--- src/rtl/pixel_shuffle_pkg.sv ---
// Constants and index helper shared by the r=2 pixel shuffle and unshuffle stages.
// A raster pixel p=y*4+x lands at channel-major index k=c*4+h*2+w.
package pixel_shuffle_pkg;

    localparam int R    = 2;
    localparam int TILE = 4;
    localparam int NPIX = TILE * TILE;
    localparam int NCH  = R * R;

    typedef enum logic {
        COLLECT = 1'b0,
        EMIT    = 1'b1
    } state_e;

    // c=(y%2)*2+(x%2), h=y/2, w=x/2, so k is just the bits {y0, x0, y1, x1}.
    function automatic logic [3:0] unshuffle_idx(input logic [3:0] p);
        logic [1:0] y;
        logic [1:0] x;
        y = p[3:2];
        x = p[1:0];
        return {y[0], x[0], y[1], x[1]};
    endfunction

endpackage

--- src/rtl/pixel_unshuffle_stream_if.sv ---
// Pixel-in / tile-out stream bundle for pixel_unshuffle_stream.
// slave is the block's view, master is the view of whatever drives it.
interface pixel_unshuffle_stream_if #(
    parameter int DATA_W = 8
);
    logic                                       s_valid;
    logic                                       s_ready;
    logic [DATA_W-1:0]                          s_data;
    logic                                       s_last;
    logic                                       m_valid;
    logic                                       m_ready;
    logic [pixel_shuffle_pkg::NPIX*DATA_W-1:0]  m_data;

    modport master (
        output s_valid, s_data, s_last, m_ready,
        input  s_ready, m_valid, m_data
    );

    modport slave (
        input  s_valid, s_data, s_last, m_ready,
        output s_ready, m_valid, m_data
    );
endinterface

--- src/rtl/pixel_unshuffle_buf.sv ---
// One 16-entry tile buffer: indexed pixel write, whole-tile flat read, and a full flag
// that marks a completed tile until the consumer releases it.
module pixel_unshuffle_buf
    import pixel_shuffle_pkg::*;
#(
    parameter int DATA_W = 8
) (
    input  logic                   clk,
    input  logic                   rst,
    input  logic                   wr_en,
    input  logic [3:0]             wr_idx,
    input  logic [DATA_W-1:0]      wr_data,
    input  logic                   set_full,
    input  logic                   clr_full,
    output logic [NPIX*DATA_W-1:0] rd_data,
    output logic                   full
);

    logic [DATA_W-1:0] mem_q [NPIX];
    logic              full_q;

    // Contents are cleared on reset because the whole tile is visible on m_data.
    always_ff @(posedge clk or posedge rst) begin
        if (rst) begin
            for (int i = 0; i < NPIX; i++) begin
                mem_q[i] <= '0;
            end
        end else if (wr_en) begin
            mem_q[wr_idx] <= wr_data;
        end
    end

    always_ff @(posedge clk or posedge rst) begin
        if (rst) begin
            full_q <= 1'b0;
        end else if (set_full) begin
            full_q <= 1'b1;
        end else if (clr_full) begin
            full_q <= 1'b0;
        end
    end

    generate
        for (genvar gi = 0; gi < NPIX; gi++) begin : g_rd
            assign rd_data[gi*DATA_W +: DATA_W] = mem_q[gi];
        end
    endgenerate

    assign full = full_q;

endmodule

--- src/rtl/pixel_unshuffle_stream.sv ---
// Space-to-depth (r=2) converter: a 4x4 raster tile in, one 16-pixel channel-major word out.
// Define PIXEL_UNSHUFFLE_PINGPONG_EN for two tile buffers so collection overlaps the output wait.
module pixel_unshuffle_stream
    import pixel_shuffle_pkg::*;
#(
    parameter int DATA_W = 8
) (
    input  logic                           clk,
    input  logic                           rst,
    pixel_unshuffle_stream_if.slave        bus,
    output logic [15:0]                    tile_count,
    output logic                           err_framing
);

`ifdef PIXEL_UNSHUFFLE_PINGPONG_EN
    localparam int NBUF = 2;
`else
    localparam int NBUF = 1;
`endif

    logic                   s_ready;
    logic                   m_valid;
    logic                   accept;
    logic                   last_pix;
    logic                   early_last;
    logic                   tile_done;
    logic                   m_fire;

    logic [3:0]             cnt_q, cnt_d;
    logic [15:0]            tile_count_q, tile_count_d;
    logic                   err_q, err_d;

    logic [NBUF-1:0]        buf_wr;
    logic [NBUF-1:0]        buf_set;
    logic [NBUF-1:0]        buf_clr;
    logic [NBUF-1:0]        buf_full;
    logic [NPIX*DATA_W-1:0] buf_data [NBUF];

    assign accept     = bus.s_valid && s_ready;
    assign last_pix   = (cnt_q == 4'd15);
    assign early_last = accept && bus.s_last && !last_pix;
    assign tile_done  = accept && last_pix;
    assign m_fire     = m_valid && bus.m_ready;

    // A premature s_last drops the partial tile; a missing one is flagged but still emitted.
    always_comb begin
        cnt_d        = cnt_q;
        tile_count_d = tile_count_q + 16'(m_fire);
        err_d        = err_q | early_last | (tile_done && !bus.s_last);
        if (early_last) begin
            cnt_d = 4'd0;
        end else if (accept) begin
            cnt_d = cnt_q + 4'd1;
        end
    end

    always_ff @(posedge clk or posedge rst) begin
        if (rst) begin
            cnt_q        <= 4'd0;
            tile_count_q <= 16'd0;
            err_q        <= 1'b0;
        end else begin
            cnt_q        <= cnt_d;
            tile_count_q <= tile_count_d;
            err_q        <= err_d;
        end
    end

    generate
        for (genvar gi = 0; gi < NBUF; gi++) begin : g_buf
            pixel_unshuffle_buf #(
                .DATA_W   (DATA_W)
            ) u_buf (
                .clk      (clk),
                .rst      (rst),
                .wr_en    (buf_wr[gi]),
                .wr_idx   (unshuffle_idx(cnt_q)),
                .wr_data  (bus.s_data),
                .set_full (buf_set[gi]),
                .clr_full (buf_clr[gi]),
                .rd_data  (buf_data[gi]),
                .full     (buf_full[gi])
            );
        end
    endgenerate

`ifdef PIXEL_UNSHUFFLE_PINGPONG_EN
    logic wr_sel_q, wr_sel_d;
    logic rd_sel_q, rd_sel_d;

    // Buffers fill and drain in strict alternation, which keeps the output FIFO-ordered.
    always_comb begin
        wr_sel_d = wr_sel_q ^ tile_done;
        rd_sel_d = rd_sel_q ^ m_fire;
    end

    always_ff @(posedge clk or posedge rst) begin
        if (rst) begin
            wr_sel_q <= 1'b0;
            rd_sel_q <= 1'b0;
        end else begin
            wr_sel_q <= wr_sel_d;
            rd_sel_q <= rd_sel_d;
        end
    end

    generate
        for (genvar gi = 0; gi < NBUF; gi++) begin : g_sel
            assign buf_wr[gi]  = accept    && (wr_sel_q == 1'(gi));
            assign buf_set[gi] = tile_done && (wr_sel_q == 1'(gi));
            assign buf_clr[gi] = m_fire    && (rd_sel_q == 1'(gi));
        end
    endgenerate

    assign s_ready    = !buf_full[wr_sel_q];
    assign m_valid    = buf_full[rd_sel_q];
    assign bus.m_data = buf_data[rd_sel_q];
`else
    state_e state_q, state_d;

    always_ff @(posedge clk or posedge rst) begin
        if (rst) begin
            state_q <= COLLECT;
        end else begin
            state_q <= state_d;
        end
    end

    always_comb begin
        state_d = state_q;
        case (state_q)
            COLLECT: if (tile_done) state_d = EMIT;
            EMIT:    if (m_fire)    state_d = COLLECT;
            default: state_d = COLLECT;
        endcase
    end

    always_comb begin
        s_ready = (state_q == COLLECT);
        m_valid = (state_q == EMIT) && buf_full[0];
    end

    assign buf_wr[0]  = accept;
    assign buf_set[0] = tile_done;
    assign buf_clr[0] = m_fire;
    assign bus.m_data = buf_data[0];
`endif

    assign bus.s_ready  = s_ready;
    assign bus.m_valid  = m_valid;
    assign tile_count   = tile_count_q;
    assign err_framing  = err_q;

endmodule

--- src/flat_wrapper.sv ---
// flat-port wrapper written by rule: the top's interface ports become plain ports
module pixel_unshuffle_stream_flat import pixel_shuffle_pkg::*;
#(
    parameter int DATA_W = 8
)
  (clk, rst, tile_count, err_framing, bus_s_valid, bus_s_data, bus_s_last, bus_m_ready, bus_s_ready, bus_m_valid, bus_m_data);
  pixel_unshuffle_stream_if #(.DATA_W(DATA_W)) bus_i ();
  input  logic clk;
  input  logic rst;
  output logic [15:0] tile_count;
  output logic err_framing;
  input wire logic [$bits(bus_i.s_valid)-1:0] bus_s_valid;
  input wire logic [$bits(bus_i.s_data)-1:0] bus_s_data;
  input wire logic [$bits(bus_i.s_last)-1:0] bus_s_last;
  input wire logic [$bits(bus_i.m_ready)-1:0] bus_m_ready;
  output wire logic [$bits(bus_i.s_ready)-1:0] bus_s_ready;
  output wire logic [$bits(bus_i.m_valid)-1:0] bus_m_valid;
  output wire logic [$bits(bus_i.m_data)-1:0] bus_m_data;
  assign bus_i.s_valid = bus_s_valid;
  assign bus_i.s_data = bus_s_data;
  assign bus_i.s_last = bus_s_last;
  assign bus_i.m_ready = bus_m_ready;
  assign bus_s_ready = bus_i.s_ready;
  assign bus_m_valid = bus_i.m_valid;
  assign bus_m_data = bus_i.m_data;
  pixel_unshuffle_stream #(.DATA_W(DATA_W)) u_core (.clk(clk), .rst(rst), .bus(bus_i), .tile_count(tile_count), .err_framing(err_framing));
endmodule
--- config.mk ---
export PLATFORM = sky130hd
export DESIGN_NAME = pixel_unshuffle_stream_flat
export DESIGN_NICKNAME = d
export VERILOG_FILES = /design/src/rtl/pixel_shuffle_pkg.sv /design/src/rtl/pixel_unshuffle_stream_if.sv /design/src/rtl/pixel_unshuffle_buf.sv /design/src/rtl/pixel_unshuffle_stream.sv /design/src/flat_wrapper.sv
export SDC_FILE = /design/constraint.sdc
export NUM_CORES = 1
export LEC_CHECK = 0
export ABC_AREA = 1
export BUFFER_PORTS_ARGS = -buffer_cell sky130_fd_sc_hd__buf_2
export CORE_MARGIN = 2
export CORE_UTILIZATION = 42
export CTS_BUF_LIST = sky130_fd_sc_hd__clkbuf_8 sky130_fd_sc_hd__clkbuf_16
export DETAILED_ROUTE_END_ITERATION = 8
export GPL_ROUTABILITY_DRIVEN = 0
export PLACE_DENSITY = 0.77
export SKIP_LAST_GASP = 1
export SLEW_MARGIN = 20
export SYNTH_ARGS = -nofsm -noshare
export SYNTH_HDL_FRONTEND = slang
export SYNTH_SLANG_ARGS = --single-unit
--- constraint.sdc ---
create_clock -name clk -period 7.7 [get_ports clk]
set_input_delay 1.54 -clock clk [delete_from_list [all_inputs] [get_ports clk]]
set_output_delay 1.54 -clock clk [all_outputs]
set_load 0.05 [all_outputs]
# After elaboration in Yosys (flattened, before gate mapping)
# Index checks and enable logic that the tools add are counted.
# totals
elab_cells,52
ff_bits,151
output_inout_bits,147
# op_classes
addsub,2
bitwise,4
n_lt_le_gt_ge,2
eq_ne,1
n_reduce_logical,12
mux,10
# ops
op,count
128-bit bitwise mux,1
8-bit demux with 4-bit select,1
16-bit by 1-bit adder with 16-bit output,1
1-bit logical AND,8
4-bit two-way mux,2
8-bit two-way mux,1
5-bit >= comparator (second input constant),1
5-bit by 1-bit < comparator with 1-bit output (second input constant),1
4-bit inverter with 5-bit output,1
4-bit by 1-bit adder with 4-bit output (second input constant),1
4-bit equality test (second input constant),1
1-bit two-way mux,4
2-bit nonzero test,2
1-bit zero test,2
1-bit OR,2
1-bit one-hot mux with 2 select lines,1
1-bit inverter,1

# Depth between registers and ports, before layout
# logic_depth
depth_word,6
mapped_depth,9

# Cells and area by module
# A second synthesis with hierarchy kept.
# unflattened
cells_unflattened,719
hier_area_um2,6313.6
# modules_own_cells
mod,cells_each,instances,area_each_um2,seq_area_each_um2
pixel_unshuffle_buf,591,1,5207.5,3228.1
pixel_unshuffle_stream,128,1,1106.1,550.5

# Worst setup path after synthesis
# Ideal clock, no wire load.
# synth_path
path_type,input to register
start,input port bus_m_ready
end,"register u_core.tile_count_q[10], in the netlist u_core.tile_count[10]"
t_required_ns,7.577
cell_stages,8
path_slack_ns,4.826
setup_ns,0.123
t_arrival_ns,2.751
path_buffers,0
cell_sequence,inv_1 > nor2_1 > ha_1 > ha_1 > nand3_1 > nor2_1 > nand2_1 > xor2_1
# synth_via
elab_chain_len,2
# synth_lines
element,line_no,rtl
start: declaration,flat_wrapper.sv:15,input wire logic [$bits(bus_i.m_ready)-1:0] bus_m_ready;
1-bit logical AND,pixel_unshuffle_stream.sv:43,assign m_fire = m_valid && bus.m_ready;
16-bit by 1-bit adder with 16-bit output,pixel_unshuffle_stream.sv:48,tile_count_d = tile_count_q + 16'(m_fire);
named net u_core.tile_count_d[10],pixel_unshuffle_stream.sv:30,"logic [15:0] tile_count_q, tile_count_d;"
end signal: assignment,pixel_unshuffle_stream.sv:64,tile_count_q <= tile_count_d;
end: declaration,pixel_unshuffle_stream.sv:30,
# The timed path passes the listed nets, and every way through them passes these cells.
# A chain may end at the register's enable or synchronous reset.

# Worst setup path in the final report
# Ends and elaborated chain as after synthesis.

==> flow_metrics.env <==
export IMPL_mappedNetlistNets=594
export IMPL_placementRows=42
export IMPL_grt_pass1_wl_mm=23.0
export IMPL_power_density_nw_per_um2=495
export IMPL_global_route_overflow_total=0
export IMPL_cts_sinks=151
export IMPL_post_route_cells_drive_above_1_share_pct=27.4
export IMPL_drt_wirelength_per_cell_microns=15.6
export IMPL_timing_critical_path_slowest_stage_cell="sky130_fd_sc_hd__nor2_1"
export IMPL_fin_worst_skew_ps=11.1
export IMPL_port_buffers=159
export IMPL_synth_seq_area_share_pct=65.7
export IMPL_cp_end_kind="flop"
export IMPL_initialDrtViolationCount=305
export IMPL_antennaDiodeCount=0
export IMPL_timing_max_cap_violations=0
export IMPL_ioPinCount=160
export IMPL_wirelength_routed_mm=14.4
export IMPL_critical_path_max_stage_delay_ps=390
export IMPL_drcViolationCount=0
export IMPL_dp_hpwl_mm=9.70
export IMPL_report_power_total_mw=3.58
export IMPL_setup_worst_path_start_class="input pin"
export IMPL_post_route_util_pct=54.3
export IMPL_clockBufferDepth=2
export IMPL_root_buffer="sky130_fd_sc_hd__clkbuf_16"
export IMPL_max_clock_freq_ghz=0.353
export IMPL_grt_setup_unrepaired="no"
export IMPL_ir_worst_vdd_mv=0.328
export IMPL_htree_levels=4
export IMPL_post_cts_repair_setup_buffers=0
export IMPL_timing_max_transition_violations_final=0
export IMPL_cp_cell_sequence="buf_2, inv_1, nor2_1, ha_1, ha_1, nand3_1, nor2_1, nand2_1, xor2_1"
export IMPL_detail_route_first_pass_iterations=5
export IMPL_global_route_usage_total_pct=20.9
export IMPL_reg2reg_slack_ps=5700
export IMPL_cts_hold_buffers=0
export IMPL_fin_crit_ps=2830
export IMPL_initial_utilization_pct=43.2
export IMPL_pin_count_of_the_biggest_net_entering_global_routing=79
export IMPL_setup_viol_count_final=0
export IMPL_rr_worst_depth=8
export IMPL_post_synth_cell_area_avg_sq_um=9.96
export IMPL_design_die_area_sq_um=14600
export IMPL_finalCritPeriodShare_pct=36.7
export IMPL_syn_cell_area_sq_um=5750
export IMPL_worstSkewPairLatency_ps=410
export IMPL_cts_tree="yes"
export IMPL_yosys_cell_types_count=23
export IMPL_layout_nets=748
export IMPL_first_global_vias=4364
export IMPL_synth_ff_latch_count=151
export IMPL_number_of_hold_slack_violations_in_the_final_timing_report=0
export IMPL_rr_endpoint="u_core.tile_count[10]"
export IMPL_cts_clk_slew_worst_paths_ps=60
export IMPL_die_width_microns=121
export IMPL_area_growth_synth_to_final_pct=25.7
export IMPL_numCtsBuffers=17
export IMPL_cts_resized=0
export IMPL_viasPerCell=4.84
export IMPL_synthCells=577
export IMPL_crit_path_end="u_core.tile_count[10]"
export IMPL_hold_slack_ps=478
export IMPL_die_height_microns=121
export IMPL_startpoint_of_the_worst_slack_reg_to_reg_timing_path="u_core.state_q"
export IMPL_required_ps=7990
export IMPL_cp_arrival_ps=3120
export IMPL_worst_case_headroom_to_the_max_slew_limit_pct=38.5
export IMPL_cp_class="input pin to flop"
export IMPL_yosysWarningCount=0
export IMPL_drtAntennaViolNets=0
export IMPL_power_leakage_nw=3.88
export IMPL_floorplan_core_area_sq_um=13300
export IMPL_outcome="finished clean"
export IMPL_setup_total_negative_slack_ps=0
export IMPL_crit_start="bus_m_ready"
export IMPL_critPathMaxFanout=7
export IMPL_grt_antenna_before_repair=0
export IMPL_worst_hold_path_type="flop to flop"
export IMPL_via_count=4455
export IMPL_worst_slew_pin_slew_ps=923
==> critical path: cells and delay by family <==
kind,cells,cell delay (ps)
simple gates,4,890
fa+ha+maj,2,420
xor+xnor,1,160
buf+inv,2,110
==> cell type report <==
type | count | area [sq um]
well taps | 176 | 220
flip-flops and latches | 151 | 3780
repair buffers | 160 | 803
clock inverters | 12 | 111
clock buffers | 20 | 467
fillers | 1169 | 6070
multi-input cells | 373 | 1730
inverters | 28 | 113
==> cell usage in the layout, fill, tap and decap left out <==
master and instances:
sky130_fd_sc_hd__a21oi_1 2, sky130_fd_sc_hd__buf_2 159, sky130_fd_sc_hd__buf_4 1, sky130_fd_sc_hd__bufinv_16 2
sky130_fd_sc_hd__clkbuf_16 17, sky130_fd_sc_hd__clkbuf_8 3, sky130_fd_sc_hd__clkinv_2 4, sky130_fd_sc_hd__clkinv_4 1
sky130_fd_sc_hd__clkinvlp_4 1, sky130_fd_sc_hd__dfrtp_1 151, sky130_fd_sc_hd__ha_1 4, sky130_fd_sc_hd__inv_1 28
sky130_fd_sc_hd__inv_2 2, sky130_fd_sc_hd__inv_4 1, sky130_fd_sc_hd__inv_6 1, sky130_fd_sc_hd__nand2_1 179
sky130_fd_sc_hd__nand2_2 4, sky130_fd_sc_hd__nand2_4 1, sky130_fd_sc_hd__nand3_1 10, sky130_fd_sc_hd__nand4_1 4
sky130_fd_sc_hd__nor2_1 18, sky130_fd_sc_hd__nor2_2 2, sky130_fd_sc_hd__nor2_4 4, sky130_fd_sc_hd__o21ai_0 110
sky130_fd_sc_hd__o21ai_1 24, sky130_fd_sc_hd__or2_2 1, sky130_fd_sc_hd__xnor2_1 2, sky130_fd_sc_hd__xor2_1 8
==> cells in the mapped netlist <==
library cell,number,share of area [%]
sky130_fd_sc_hd__nand2_4,1,0.20
sky130_fd_sc_hd__clkbuf_1,8,0.52
sky130_fd_sc_hd__nor2_2,2,0.22
sky130_fd_sc_hd__inv_1,25,1.6
sky130_fd_sc_hd__nand2_1,179,12
sky130_fd_sc_hd__inv_2,2,0.13
sky130_fd_sc_hd__dfrtp_1,151,66
sky130_fd_sc_hd__nor2_4,4,0.78
sky130_fd_sc_hd__nand3_1,10,0.87
sky130_fd_sc_hd__inv_4,1,0.11
sky130_fd_sc_hd__buf_2,14,1.2
sky130_fd_sc_hd__o21ai_0,110,9.6
sky130_fd_sc_hd__nor2_1,18,1.2
sky130_fd_sc_hd__nand2_2,4,0.44
sky130_fd_sc_hd__or2_2,1,0.11
sky130_fd_sc_hd__buf_6,2,0.39
sky130_fd_sc_hd__buf_4,1,0.13
sky130_fd_sc_hd__nand4_1,4,0.44
sky130_fd_sc_hd__ha_1,4,0.87
sky130_fd_sc_hd__xnor2_1,2,0.30
sky130_fd_sc_hd__o21ai_1,24,2.1
sky130_fd_sc_hd__xor2_1,8,1.2
sky130_fd_sc_hd__a21oi_1,2,0.17
==> state kept, by name, summed over array words and instances, names as in the netlist <==
| name | count |
|---|---|
| u_core.tile_count | 16 |
| u_core.state_q | 1 |
| u_core.g_buf.u_buf.full | 1 |
| u_core.cnt_q | 4 |
| u_core.g_buf.u_buf.rd_data | 128 |
| u_core.err_framing | 1 |
==> metrics by stage <==
stage	setup WS [ps]	std cells	instance area [sq um]
after detailed placement	4450	888	6650
after global routing	4680	920	7230
after global placement	4550	888	6650
after floorplan	2100	577	5750
after CTS	4880	920	7230
final	4870	920	7230
==> report_power, final <==
group	internal [mW]	leakage [nW]	total, mW	switching, mW
Sequential	1.06	1.98	1.22	0.157
Combinational	0.304	1.59	1.55	1.25
Clock	0.496	0.301	0.804	0.308
==> worst min-delay path by stage <==
stage	from	end	slack, ps	depth (start not counted)
after floorplan	u_core.g_buf[0].u_buf.full	u_core.g_buf[0].u_buf.full	470	2
after global placement	u_core.g_buf[0].u_buf.rd_data[109]	u_core.g_buf[0].u_buf.rd_data[109]	460	2
after detailed placement	u_core.g_buf[0].u_buf.rd_data[109]	u_core.g_buf[0].u_buf.rd_data[109]	470	2
after CTS	u_core.g_buf[0].u_buf.rd_data[109]	u_core.g_buf[0].u_buf.rd_data[109]	480	2
after global routing	u_core.g_buf[0].u_buf.rd_data[109]	u_core.g_buf[0].u_buf.rd_data[109]	500	2
final	u_core.g_buf[0].u_buf.rd_data[109]	u_core.g_buf[0].u_buf.rd_data[109]	480	2
==> cells by family after synthesis <==
kind of cell / count (synthesis) / share of synthesized area, %
flops: 151 / 65.7
simple gates: 223 / 15.9
fa+ha+maj: 4 / 0.871
buf+inv: 53 / 4.14
xor+xnor: 10 / 1.52
compound gates: 136 / 11.8
==> metal layers <==
metal	wire length, microns	global-route usage, %	vias up
li1	-	-	2175
met1	6310	27.1	2150
met2	7030	33.3	116
met3	810	5.87	14
met4	206	7.99	0
met5	0	0	-
(Power assumes the default switching activity.)
